==> config.mk <==
export PLATFORM = sky130hd
export DESIGN_NAME = memory_access_sequencer
export DESIGN_NICKNAME = d
export VERILOG_FILES = /design/src/rtl/memory_access_sequencer.sv
export SDC_FILE = /design/constraint.sdc
export NUM_CORES = 1
export LEC_CHECK = 0
export BUFFER_PORTS_ARGS = -buffer_cell sky130_fd_sc_hd__buf_2
export CAP_MARGIN = 10
export CORE_ASPECT_RATIO = 0.9
export CORE_UTILIZATION = 48
export DETAILED_ROUTE_END_ITERATION = 10
export GPL_ROUTABILITY_DRIVEN = 1
export PLACE_DENSITY = 0.83
export SYNTH_ARGS = -nofsm -noshare
export SYNTH_HDL_FRONTEND = slang
export SYNTH_SLANG_ARGS = --single-unit
==> constraint.sdc <==
create_clock -name clock -period 3.3 [get_ports clock]
set_input_delay 0.66 -clock clock [delete_from_list [all_inputs] [get_ports clock]]
set_output_delay 0.66 -clock clock [all_outputs]
set_load 0.05 [all_outputs]
==> src/rtl/memory_access_sequencer.sv <==
// Load/store sequencer that drives memoryMode through LOAD/capture or STORE_PRELOAD/STORE and traps controller errors into a sticky halt.
// Optional feature macro: JZJCOREF_FAST_WORD_STORE_EN (SW stores skip STORE_PRELOAD).
package memory_access_sequencer_pkg;
   typedef enum logic [1:0] {
      MM_LOAD          = 2'd0,
      MM_STORE_PRELOAD = 2'd1,
      MM_STORE         = 2'd2
   } MemoryMode_t;
endpackage

module memory_access_sequencer
   import memory_access_sequencer_pkg::*;
(
   input  logic        clock,
   input  logic        reset,
   input  logic        start,
   input  logic        isStore,
   input  logic [2:0]  funct3,
   output MemoryMode_t memoryMode,
   output logic [2:0]  memoryFunct3,
   input  logic [31:0] memoryOutput,
   input  logic        memoryUnalignedAccess,
   input  logic        memoryBadFunct3,
   output logic        busy,
   output logic        done,
   output logic        rdWriteEnable,
   output logic [31:0] rdData,
   output logic        halted,
   output logic [1:0]  errorCause
);

   localparam int unsigned DATA_W  = 32;
   localparam int unsigned F3_W    = 3;
   localparam int unsigned CAUSE_W = 2;
   localparam logic [F3_W-1:0] F3_SW = F3_W'(3'b010);

   typedef enum logic [2:0] {
      ST_IDLE         = 3'd0,
      ST_LOAD_ISSUE   = 3'd1,
      ST_LOAD_CAPTURE = 3'd2,
      ST_PRELOAD      = 3'd3,
      ST_STORE        = 3'd4,
      ST_DONE         = 3'd5,
      ST_HALT         = 3'd6
   } state_t;

   state_t               r_state;
   state_t               w_next_state;
   MemoryMode_t          w_mode;
   logic                 w_accept;
   logic                 w_capture;
   logic                 w_trap;
   logic                 w_err;
   logic                 w_fast_store;

   logic                 r_is_store;
   logic [F3_W-1:0]      r_funct3;
   logic                 r_busy;
   logic                 r_done;
   logic                 r_rd_we;
   logic [DATA_W-1:0]    r_rd_data;
   logic                 r_halted;
   logic [CAUSE_W-1:0]   r_cause;

`ifdef JZJCOREF_FAST_WORD_STORE_EN
   assign w_fast_store = (funct3 == F3_SW);
`else
   assign w_fast_store = 1'b0;
`endif

   assign w_err = memoryUnalignedAccess | memoryBadFunct3;

   // State register
   always_ff @(posedge clock) begin
      if (reset) r_state <= ST_IDLE;
      else       r_state <= w_next_state;
   end

   // Next state and combinational mode; any error in an active state forces LOAD so no write escapes
   always_comb begin
      w_next_state = r_state;
      w_mode       = MM_LOAD;
      w_accept     = 1'b0;
      w_capture    = 1'b0;
      w_trap       = 1'b0;
      case (r_state)
         ST_IDLE: begin
            if (start) begin
               w_accept = 1'b1;
               if (isStore) w_next_state = w_fast_store ? ST_STORE : ST_PRELOAD;
               else         w_next_state = ST_LOAD_ISSUE;
            end
         end
         ST_LOAD_ISSUE: begin
            if (w_err) w_trap = 1'b1;
            else       w_next_state = ST_LOAD_CAPTURE;
         end
         ST_LOAD_CAPTURE: begin
            if (w_err) begin
               w_trap = 1'b1;
            end else begin
               w_capture    = 1'b1;
               w_next_state = ST_DONE;
            end
         end
         ST_PRELOAD: begin
            if (w_err) begin
               w_trap = 1'b1;
            end else begin
               w_mode       = MM_STORE_PRELOAD;
               w_next_state = ST_STORE;
            end
         end
         ST_STORE: begin
            if (w_err) begin
               w_trap = 1'b1;
            end else begin
               w_mode       = MM_STORE;
               w_next_state = ST_DONE;
            end
         end
         ST_DONE:  w_next_state = ST_IDLE;
         ST_HALT:  w_next_state = ST_HALT;
         default:  w_next_state = ST_IDLE;
      endcase
      if (w_trap) w_next_state = ST_HALT;
   end

   // Registered status, request latch, load capture and sticky error
   always_ff @(posedge clock) begin
      if (reset) begin
         r_is_store <= 1'b0;
         r_funct3   <= '0;
         r_busy     <= 1'b0;
         r_done     <= 1'b0;
         r_rd_we    <= 1'b0;
         r_rd_data  <= '0;
         r_halted   <= 1'b0;
         r_cause    <= '0;
      end else begin
         r_busy  <= (w_next_state != ST_IDLE);
         r_done  <= (w_next_state == ST_DONE);
         r_rd_we <= (w_next_state == ST_DONE) && !r_is_store;
         if (w_accept) begin
            r_is_store <= isStore;
            r_funct3   <= funct3;
         end
         if (w_capture) r_rd_data <= memoryOutput;
         if (w_trap) begin
            r_halted <= 1'b1;
            r_cause  <= {memoryBadFunct3, memoryUnalignedAccess};
         end
      end
   end

   assign memoryMode    = w_mode;
   assign memoryFunct3  = r_funct3;
   assign busy          = r_busy;
   assign done          = r_done;
   assign rdWriteEnable = r_rd_we;
   assign rdData        = r_rd_data;
   assign halted        = r_halted;
   assign errorCause    = r_cause;

endmodule

==> results of run 1 <==
[cell families after synthesis]
| kind of cell | after synthesis | share of synthesized area [%] |
|---|---|---|
| AND/OR/NAND/NOR | 91 | 23.9 |
| flip-flops | 45 | 53.7 |
| AO/OA/AOI/OAI | 43 | 13.6 |
| buffers and inverters | 18 | 5.90 |
| multiplexers | 4 | 2.39 |
| XOR/XNOR | 1 | 0.522 |
[Yosys cell counts, drive strengths merged]
| cell | n | area [µm²] |
|---|---|---|
| nand2 | 69 | 259 |
| dfxtp | 45 | 901 |
| a21oi | 36 | 180 |
| buf | 10 | 68.8 |
| nor2 | 8 | 30.0 |
| clkbuf | 5 | 18.8 |
| mux2i | 4 | 40.0 |
| inv | 3 | 11.3 |
| nor4 | 3 | 25.0 |
| a31oi | 2 | 12.5 |
| nand3 | 2 | 10.0 |
| o21ai | 2 | 10.0 |
| or2 | 2 | 12.5 |
| a221oi | 1 | 8.76 |
| a22o | 1 | 8.76 |
| nand2b | 1 | 6.26 |
| nor2b | 1 | 6.26 |
| nor3 | 1 | 5.00 |
| nor4b | 1 | 23.8 |
| o21bai | 1 | 7.51 |
| or3 | 1 | 6.26 |
| or3b | 1 | 8.76 |
| or4 | 1 | 7.51 |
| xnor2 | 1 | 8.76 |
[worst max path at each step]
stage / from / to / slack [ps] / cells after the start
floorplan: memoryBadFunct3 / memoryMode[0] / 180 / 3
global placement: memoryBadFunct3 / rdData[10]$_SDFFE_PP0P_ / 870 / 5
detailed placement: memoryBadFunct3 / rdData[4]$_SDFFE_PP0P_ / 850 / 5
CTS: memoryBadFunct3 / memoryMode[0] / 1030 / 4
global route: memoryBadFunct3 / memoryMode[0] / 990 / 4
finish: memoryBadFunct3 / memoryMode[0] / 1050 / 4
[sequential cells by signal (all words and copies together) (netlist names)]
name	flops
rdWriteEnable	1
busy	1
r_is_store	1
done	1
errorCause	2
r_state	3
memoryFunct3	3
halted	1
rdData	32
[worst max-delay path, stage by stage]
cell,delay (ps)
buf_2,120
or2_1,310
nor4_1,190
buf_2,310
[cell usage in the layout, fill, tap and decap left out, types with 2 or more instances in the layout]
cell | netlist | final
buf_2 | 7 | 83
nand2_1 | 69 | 69
dfxtp_1 | 45 | 45
a21oi_1 | 36 | 36
nor2_1 | 8 | 8
clkbuf_8 | 0 | 5
mux2i_1 | 4 | 4
clkbuf_1 | 5 | 3
buf_4 | 0 | 3
inv_1 | 2 | 2
or2_1 | 2 | 2
nor4_1 | 2 | 2
o21ai_0 | 2 | 2
nand3_1 | 2 | 2
a31oi_1 | 2 | 2
[through the flow]
| stage | area, µm² | util, % |
|---|---|---|
| after global routing | 2170 | 68.1 |
| after floorplan | 1680 | - |
| after detailed placement | 2090 | 65.6 |
| after global placement | 2090 | 65.6 |
| final | 2170 | 68.1 |
| after CTS | 2170 | 68.1 |
[final cells by class]
class | count | area [µm²]
well taps | 42 | 52.6
flip-flops and latches | 45 | 901
inverters | 3 | 11.3
repair buffers | 86 | 438
fillers | 294 | 1020
clock buffers | 8 | 80.1
multi-input cells | 139 | 686
[where the power goes]
group	switching, W	total [W]	internal [W]
combinational	0.000392	0.000562	0.000169
clock	0.000164	0.000315	0.000151
sequential	0.0000797	0.000702	0.000622
[layer usage]
metal | vias up | track usage, % | part of all wire [%]
li1 | 813 | - | -
met1 | 709 | 25.8 | 44
met2 | 56 | 37.4 | 47
met3 | 4 | 6.69 | 7.2
met4 | 0 | 5.71 | 0.88
met5 | - | 0 | 0
==> results.cfg, run 1 <==
[synth]
syn_nets = 243
ys_ff_latch = 45
syn_avg_cell_area_um2 = 8.30
syn-cell-area_um2 = 1680
yosys_warnings = 0
ys_seq_area_share_pct = 53.7
netlist_instances = 202
ys_types = 27

[cts]
htreeDepth = 2
cts_setup_buffers = 0
clk_pin_slew_ps = 80
post_cts_resized = 0
clock_latency_ps = 280
cts_hold_buf = 0
cts_root_buf = clkbuf_8
cts_sinks = 45
cts_tree = yes
clock_path_buffers = 2
cts_buffers = 5

[critical_path]
cp.arrival_ps = 1590
critPathKind = in2out
path_max_fanout = 6
r2r-end = rdData[4]$_SDFFE_PP0P_
reg2regPathDepth = 4
r2r_slack_ps = 1250
worstSetupEndpointType = output pin
required_ps = 2640
r2r_start = r_state[1]$_SDFF_PP0_
startpoint_type = primary input

[global_routing]
grt_pass1_wl_um = 6320
grt_pass1_vias = 1531
antenna_found_initial = 0
grt_max_degree = 33
track_usage_pct = 21.5
grt-ovfl-total = 0

[route]
wl_per_cell_um = 11.6
firstDrtPassIters = 4
viasPerCell = 4.90
first_iter_violations = 86
wl_um = 3740
drtAntennaViolNets = 0
vias = 1582
drc_errors = 0

[floorplan]
num_rows = 19
die_area_um2 = 3730
die_w_um = 64.3
initial_core_util_pct = 52.6
core_um2 = 3190
die_y_um = 58.1
num_io_pins = 84

[placed_design]
place_ws_ps = 845
placed_cells = 315
dp.final_hpwl_um = 2730
portBuffers = 83
place_congestion = 0.805

[sta]
drv_slew = 0
finalSetupViolCount = 0
worst_slew_pin_slew_ps = 1020
fmax_mhz = 444
rsz0062_at_grt = false
min_period_ps = 2250
fin_setup_tns_ps = 0
skew_ps = 3.15
hold_slack_ps = 449
finalCritPeriodShare_pct = 68.2
relSlewSlack_pct = 31.8
hold_violations = 0
fin_ws_ps = 1050

[final_layout]
n_antenna_cell = 0
drive_gt1_share_pct = 33.5
final_nets = 321
area_delta_synth_final_pct = 29.3
stdcell_count = 323

[hold_path]
min_path_type = reg2reg
min_from = r_is_store$_SDFFE_PP0P_
hold_end = rdWriteEnable$_SDFF_PP0_
whs_path_depth = 1

[pwr]
power.density_nw_per_um2 = 728
ir_drop_mv = 0.441
power_leakage_nw = 0.988
finalPower_w = 0.00158

[flow_run]
max-cap-violations = 0

[run_status]
status = complete, no violations
Power figures use the tool's default switching activity.
==> inputs of run 2 (changes only) <==
ABC_AREA = 1   (was default)
CORE_UTILIZATION = 45   (was 48)
PLACE_DENSITY = 0.79   (was 0.83)
clock period = 2.3 ns   (was 3.3 ns; I/O delays follow)
==> run 2 against run 1 <==
  * Total power up 41%
  * Die area up 7.7%
  * Clock skew up 0.96 ps
  * First-iteration DRC count down 1.2%
  * Wire length up 1.0%
  * Final area up 1.8%
  * Sequential power up 35%
  * Via count up 1.3%
  * Critical endpoint is now memoryMode[1]
==> results.cfg, run 2 <==
[synth]
syn-cell-area_um2 = 1700
syn_avg_cell_area_um2 = 7.97
synth-edff-count = 0
synth.top_cell.area_share_pct = 53.1
synthArstFlopShare_pct = 0
synth.most_common_cell = nor2_1
synth_ff_type = dfxtp_1
yosysTopAreaCell = dfxtp_1
ys_seq_area_share_pct = 53.1
synth_commonest_cells = nor2_1 (66), dfxtp_1 (45), o21ai_1 (36)
ys_types = 23
yosys-top-cells-area = dfxtp_1 (53%), nor2_1 (15%), o21ai_1 (11%), nand2_1 (4.2%), buf_6 (4.0%)
syn_nets = 254
ys_ff_latch = 45
yosys_warnings = 0
netlist_instances = 213

[route]
first_iter_violations = 85
vias = 1603
firstDrtPassIters = 4
drtAntennaViolNets = 0
wl_um = 3780
wl_per_cell_um = 11.1
viasPerCell = 4.71
drc_errors = 0

[sta]
hold_slack_ps = 389
drv_slew = 0
finalSetupViolCount = 0
skew_ps = 4.11
hold_violations = 0
fin_setup_tns_ps = 0
rsz0062_at_grt = false
min_period_ps = 1750
relSlewSlack_pct = 62.8
worst_slew_pin_slew_ps = 557
finalCritPeriodShare_pct = 76.2
fmax_mhz = 571

[cts]
cts_sinks = 45
clk_pin_slew_ps = 90
cts_setup_buffers = 0
cts_root_buf = clkbuf_8
cts_buffers = 5
cts_hold_buf = 0
htreeDepth = 2
post_cts_resized = 0
clock_path_buffers = 2
clock_latency_ps = 280
cts_tree = yes

[floorplan]
num_rows = 20
initial_core_util_pct = 48.8
core_um2 = 3480
die_y_um = 60.3
num_io_pins = 84
die_area_um2 = 4020
die_w_um = 66.7

[final_layout]
final_common_cell = buf_2
final_nets = 336
final_cell_mix = buf_2 (83), nor2_1 (66), dfxtp_1 (45)
n_antenna_cell = 0
stdcell_count = 340
drive_gt1_share_pct = 36.1
area_delta_synth_final_pct = 30.1
largest_reg_flops = 32

[critical_path]
required_ps = 1840
cp.arrival_ps = 1290
path_max_fanout = 4
r2r_start = r_state[0]$_SDFF_PP0_
worstSetupEndpointType = output pin
startpoint_type = register
crit_start = r_state[2]$_SDFF_PP0_
reg2regPathDepth = 6
critPathKind = reg2out

[placed_design]
portBuffers = 83
dp.final_hpwl_um = 2650
placed_cells = 332
place_congestion = 0.851

[global_routing]
grt-ovfl-total = 0
track_usage_pct = 20.2
grt_max_degree = 38
grt_pass1_vias = 1455
grt_pass1_wl_um = 6100
antenna_found_initial = 0

[pwr]
power_leakage_nw = 1.21
ir_drop_mv = 0.589
power.density_nw_per_um2 = 1010

[hold_path]
min_path_type = in2reg
min_from = memoryOutput[20]
whs_path_depth = 3

[run_status]
status = complete, no violations

[flow_run]
max-cap-violations = 0
run 2: cell count changes after synthesis, moves of 3 or more:
| cell | delta |
|---|---|
| nor2_1 | +58 |
| nand2_1 | -50 |
| o21ai_1 | +36 |
| a21oi_1 | -29 |
| buf_2 | -7 |
| inv_2 | +6 |
| inv_1 | +5 |
| mux2i_1 | -4 |
| buf_6 | +3 |
| clkbuf_1 | -3 |
run 2: path summary, 6_finish.rpt:
| check | endpoint | slack (ps) |
|---|---|---|
| hold / removal | rdData[20]$_SDFFE_PP0P_ | 390 |
| setup reg to reg | rdData[4]$_SDFFE_PP0P_ | 890 |
| setup / recovery | memoryMode[1] | 550 |
| hold reg to reg | rdWriteEnable$_SDFF_PP0_ | 430 |
run 2: cell type report:
| type | count | area (µm²) |
|---|---|---|
| clock buffers | 7 | 96.3 |
| clock inverters | 1 | 8.76 |
| fillers | 323 | 1270 |
| inverters | 15 | 56.3 |
| multi-input cells | 144 | 667 |
| flip-flops and latches | 45 | 901 |
| well taps | 44 | 55.1 |
| repair buffers | 84 | 423 |
run 2: cells by family after synthesis:
family	share of synthesized area [%]
simple gates	25.5
flops	53.1
buf+inv	7.96
compound gates	13.4
run 2: metal layers:
metal  up-vias  GRT usage (%)  part of all wire [%]
li1        846              -                     -
met1       705           23.6                    46
met2        48           35.6                    47
met3         4           5.53                   6.0
met4         0           6.38                  0.87
met5         -              0                     0
run 2: critical path: stages, from the launching register on:
cell,delay [ps]
dfxtp_1,400
inv_2,80
nor4_2,230
buf_2,300
run 2: metrics by stage:
stage                     power, W  setup WS, ps  utilization (%)  instance area, µm²
final                      0.00223           548             63.5                2210
after global routing       0.00235           468             63.5                2210
after CTS                  0.00225           532             63.5                2210
after detailed placement   0.00171           599             60.4                2100
after global placement     0.00170           624             60.4                2100
after floorplan            0.00155           321                -                1700
run 2: report_power, final:
group / internal, W / switching, W / leakage, nW
Clock: 0.000277 / 0.000257 / 0.0549
Combinational: 0.000184 / 0.000562 / 0.785
Sequential: 0.000884 / 0.0000646 / 0.367
Total: 0.00135 / 0.000883 / 1.21
==> inputs of run 3 (changes only) <==
CORE_UTILIZATION = 40   (was 45)
PLACE_DENSITY = 0.74   (was 0.79)
clock period = 1.4 ns   (was 2.3 ns; I/O delays follow)
==> run 3 against run 2 <==
  * The run now ends with DRC, setup timing left
  * Setup slack got worse by 550 ps
  * Largest power group unchanged
  * Final area up 5.3%
  * Highest routed layer unchanged
  * Via count up 1.3%
  * Core utilization fell by 6.4 points
  * Sequential share of layout area is 1.7 points lower
  * Combinational power grew 74%
  * Sequential power increased by 65%
  * Non-clock buffer count increased by 5
  * Hold slack got worse by 190 ps
  * Total power up 74%
==> results.cfg, run 3 (synthesis results as in run 2) <==
[run_status]
status = complete, but fails checks
failed_checks = DRC, setup timing

[hold_path]
min_path_type = in2reg
whs_path_depth = 3

[critical_path]
cp_slowest_stage_delay_ps = 380
startpoint_type = register
path_depth = 2
worstPathBufferInverterCount = 1
worstSetupEndpointType = output pin
cp.arrival_ps = 1120
path_cells = nor4_4 > buf_6
reg2regPathDepth = 7
path_max_fanout = 6
required_ps = 1120
critPathSlowestCell = dfxtp_4
critPathKind = reg2out
cp_top_family = flip-flops

[sta]
fin_setup_tns_ps = -0.911
hold_violations = 0
skew_ps = 4.92
drv_slew = 0
relSlewSlack_pct = 79.3
fin_ws_ps = -0.911
min_period_ps = 1400
rsz0062_at_grt = true
finalCritPeriodShare_pct = 100
fmax_mhz = 714
finalSetupViolCount = 1
worst_slew_pin_slew_ps = 310

[route]
firstDrtPassIters = 7
wl_per_cell_um = 11.1
first_iter_violations = 80
wl_um = 3860
viasPerCell = 4.65
vias = 1624
drc_errors = 10
drtAntennaViolNets = 0

[pwr]
power_leakage_nw = 1.25
p_int_w = 0.00240
netSwitchingFraction_pct = 38.1
netSwitchingPower_w = 0.00148
seqPwrFrac_pct = 40.6
ir_drop_mv = 0.580
p_comb_share_pct = 33.6
power.density_nw_per_um2 = 1670
p_clk_share_pct = 25.8

[final_layout]
stdcell_area_um2 = 2320
stdcell_count = 349
final_util_pct = 57.0
final_nets = 341
final_cell_mix = buf_2 (81), nor2_1 (65), dfxtp_1 (42)
drive_gt1_share_pct = 38.2
largest_reg_flops = 32
area_delta_synth_final_pct = 36.9
final_common_cell = buf_2
n_antenna_cell = 0

[placed_design]
place_congestion = 0.749
portBuffers = 83
dp.final_hpwl_um = 2670
placed_cells = 338
dpl-instance-area_um2 = 2160

[floorplan]
die_y_um = 63.8
die_area_um2 = 4510
num_io_pins = 84
core_um2 = 4070
die_w_um = 70.7
initial_core_util_pct = 41.6
num_rows = 22

[global_routing]
grt_pass1_vias = 1583
grt_max_degree = 33
track_usage_pct = 18.9
antenna_found_initial = 0
grt_pass1_wl_um = 6660
grt-ovfl-total = 0

[cts]
cts_sinks = 45
htreeDepth = 2
clock_path_buffers = 2
clock_latency_ps = 290
cts_tree = yes
cts_buffers = 5
cts_root_buf = clkbuf_8
clk_pin_slew_ps = 80
cts_hold_buf = 0

[flow_run]
max-cap-violations = 0
run 3: cell types whose count changed in the layout (fill, tap and decap cells not counted), sizes merged:
cell / before / now
buf: 84 / 89
bufinv: 0 / 1
inv: 15 / 14
run 3: power by group through the flow:
stage	Sequential, W	Combinational, W	Clock, W
after floorplan	0.00209	0.000472	0
after global placement	0.00159	0.00124	0
after detailed placement	0.00160	0.00126	0
after CTS	0.00157	0.00129	0.00102
after global routing	0.00159	0.00142	0.00107
final	0.00157	0.00130	0.00100
run 3: through the flow:
| step | total power, W | hold WS (ps) | setup slack, ps |
|---|---|---|---|
| floorplan | 0.00256 | 349 | 31.3 |
| finish | 0.00387 | 203 | -0.911 |
| global placement | 0.00283 | 415 | 8.46 |
| detailed placement | 0.00286 | 426 | -92.7 |
| global route | 0.00408 | 197 | -45.8 |
| CTS | 0.00389 | 196 | -26.4 |
run 3: timing repair:
action,CTS,global route
setup endpoints to repair,34,27
cloned,0,0
gates resized for setup,9,3
pin swaps,1,3
setup buffers,1,2
run 3: per-layer routing:
layer / up-vias / GRT usage [%] / wire length [µm]
li1: 853 / - / -
met1: 709 / 21.8 / 1770
met2: 51 / 33.1 / 1790
met3: 11 / 4.26 / 206
met4: 0 / 9.50 / 96
met5: - / 0 / 0
run 3: layout make-up:
cell class                 instances  area, µm²
clock buffer                       7       86.3
clock inverter                     1       30.0
fill                             389       1750
inverter                          15       61.3
multi-input combinational        144        678
sequential                        45        910
tap                               48       60.1
timing repair buffer              89        498
run 3: final timing paths:
check	startpoint	end	slack, ps
setup reg to reg	r_state[2]$_SDFF_PP0_	busy$_SDFF_PP0_	100
setup / recovery	r_state[0]$_SDFF_PP0_	memoryMode[1]	-0.9
hold reg to reg	r_is_store$_SDFFE_PP0P_	rdWriteEnable$_SDFF_PP0_	430
hold / removal	memoryOutput[25]	rdData[25]$_SDFFE_PP0P_	200
run 3: worst min-delay path: stages:
cell    delay, ps
buf_2          70
nor2_1         30
nor2_1         80
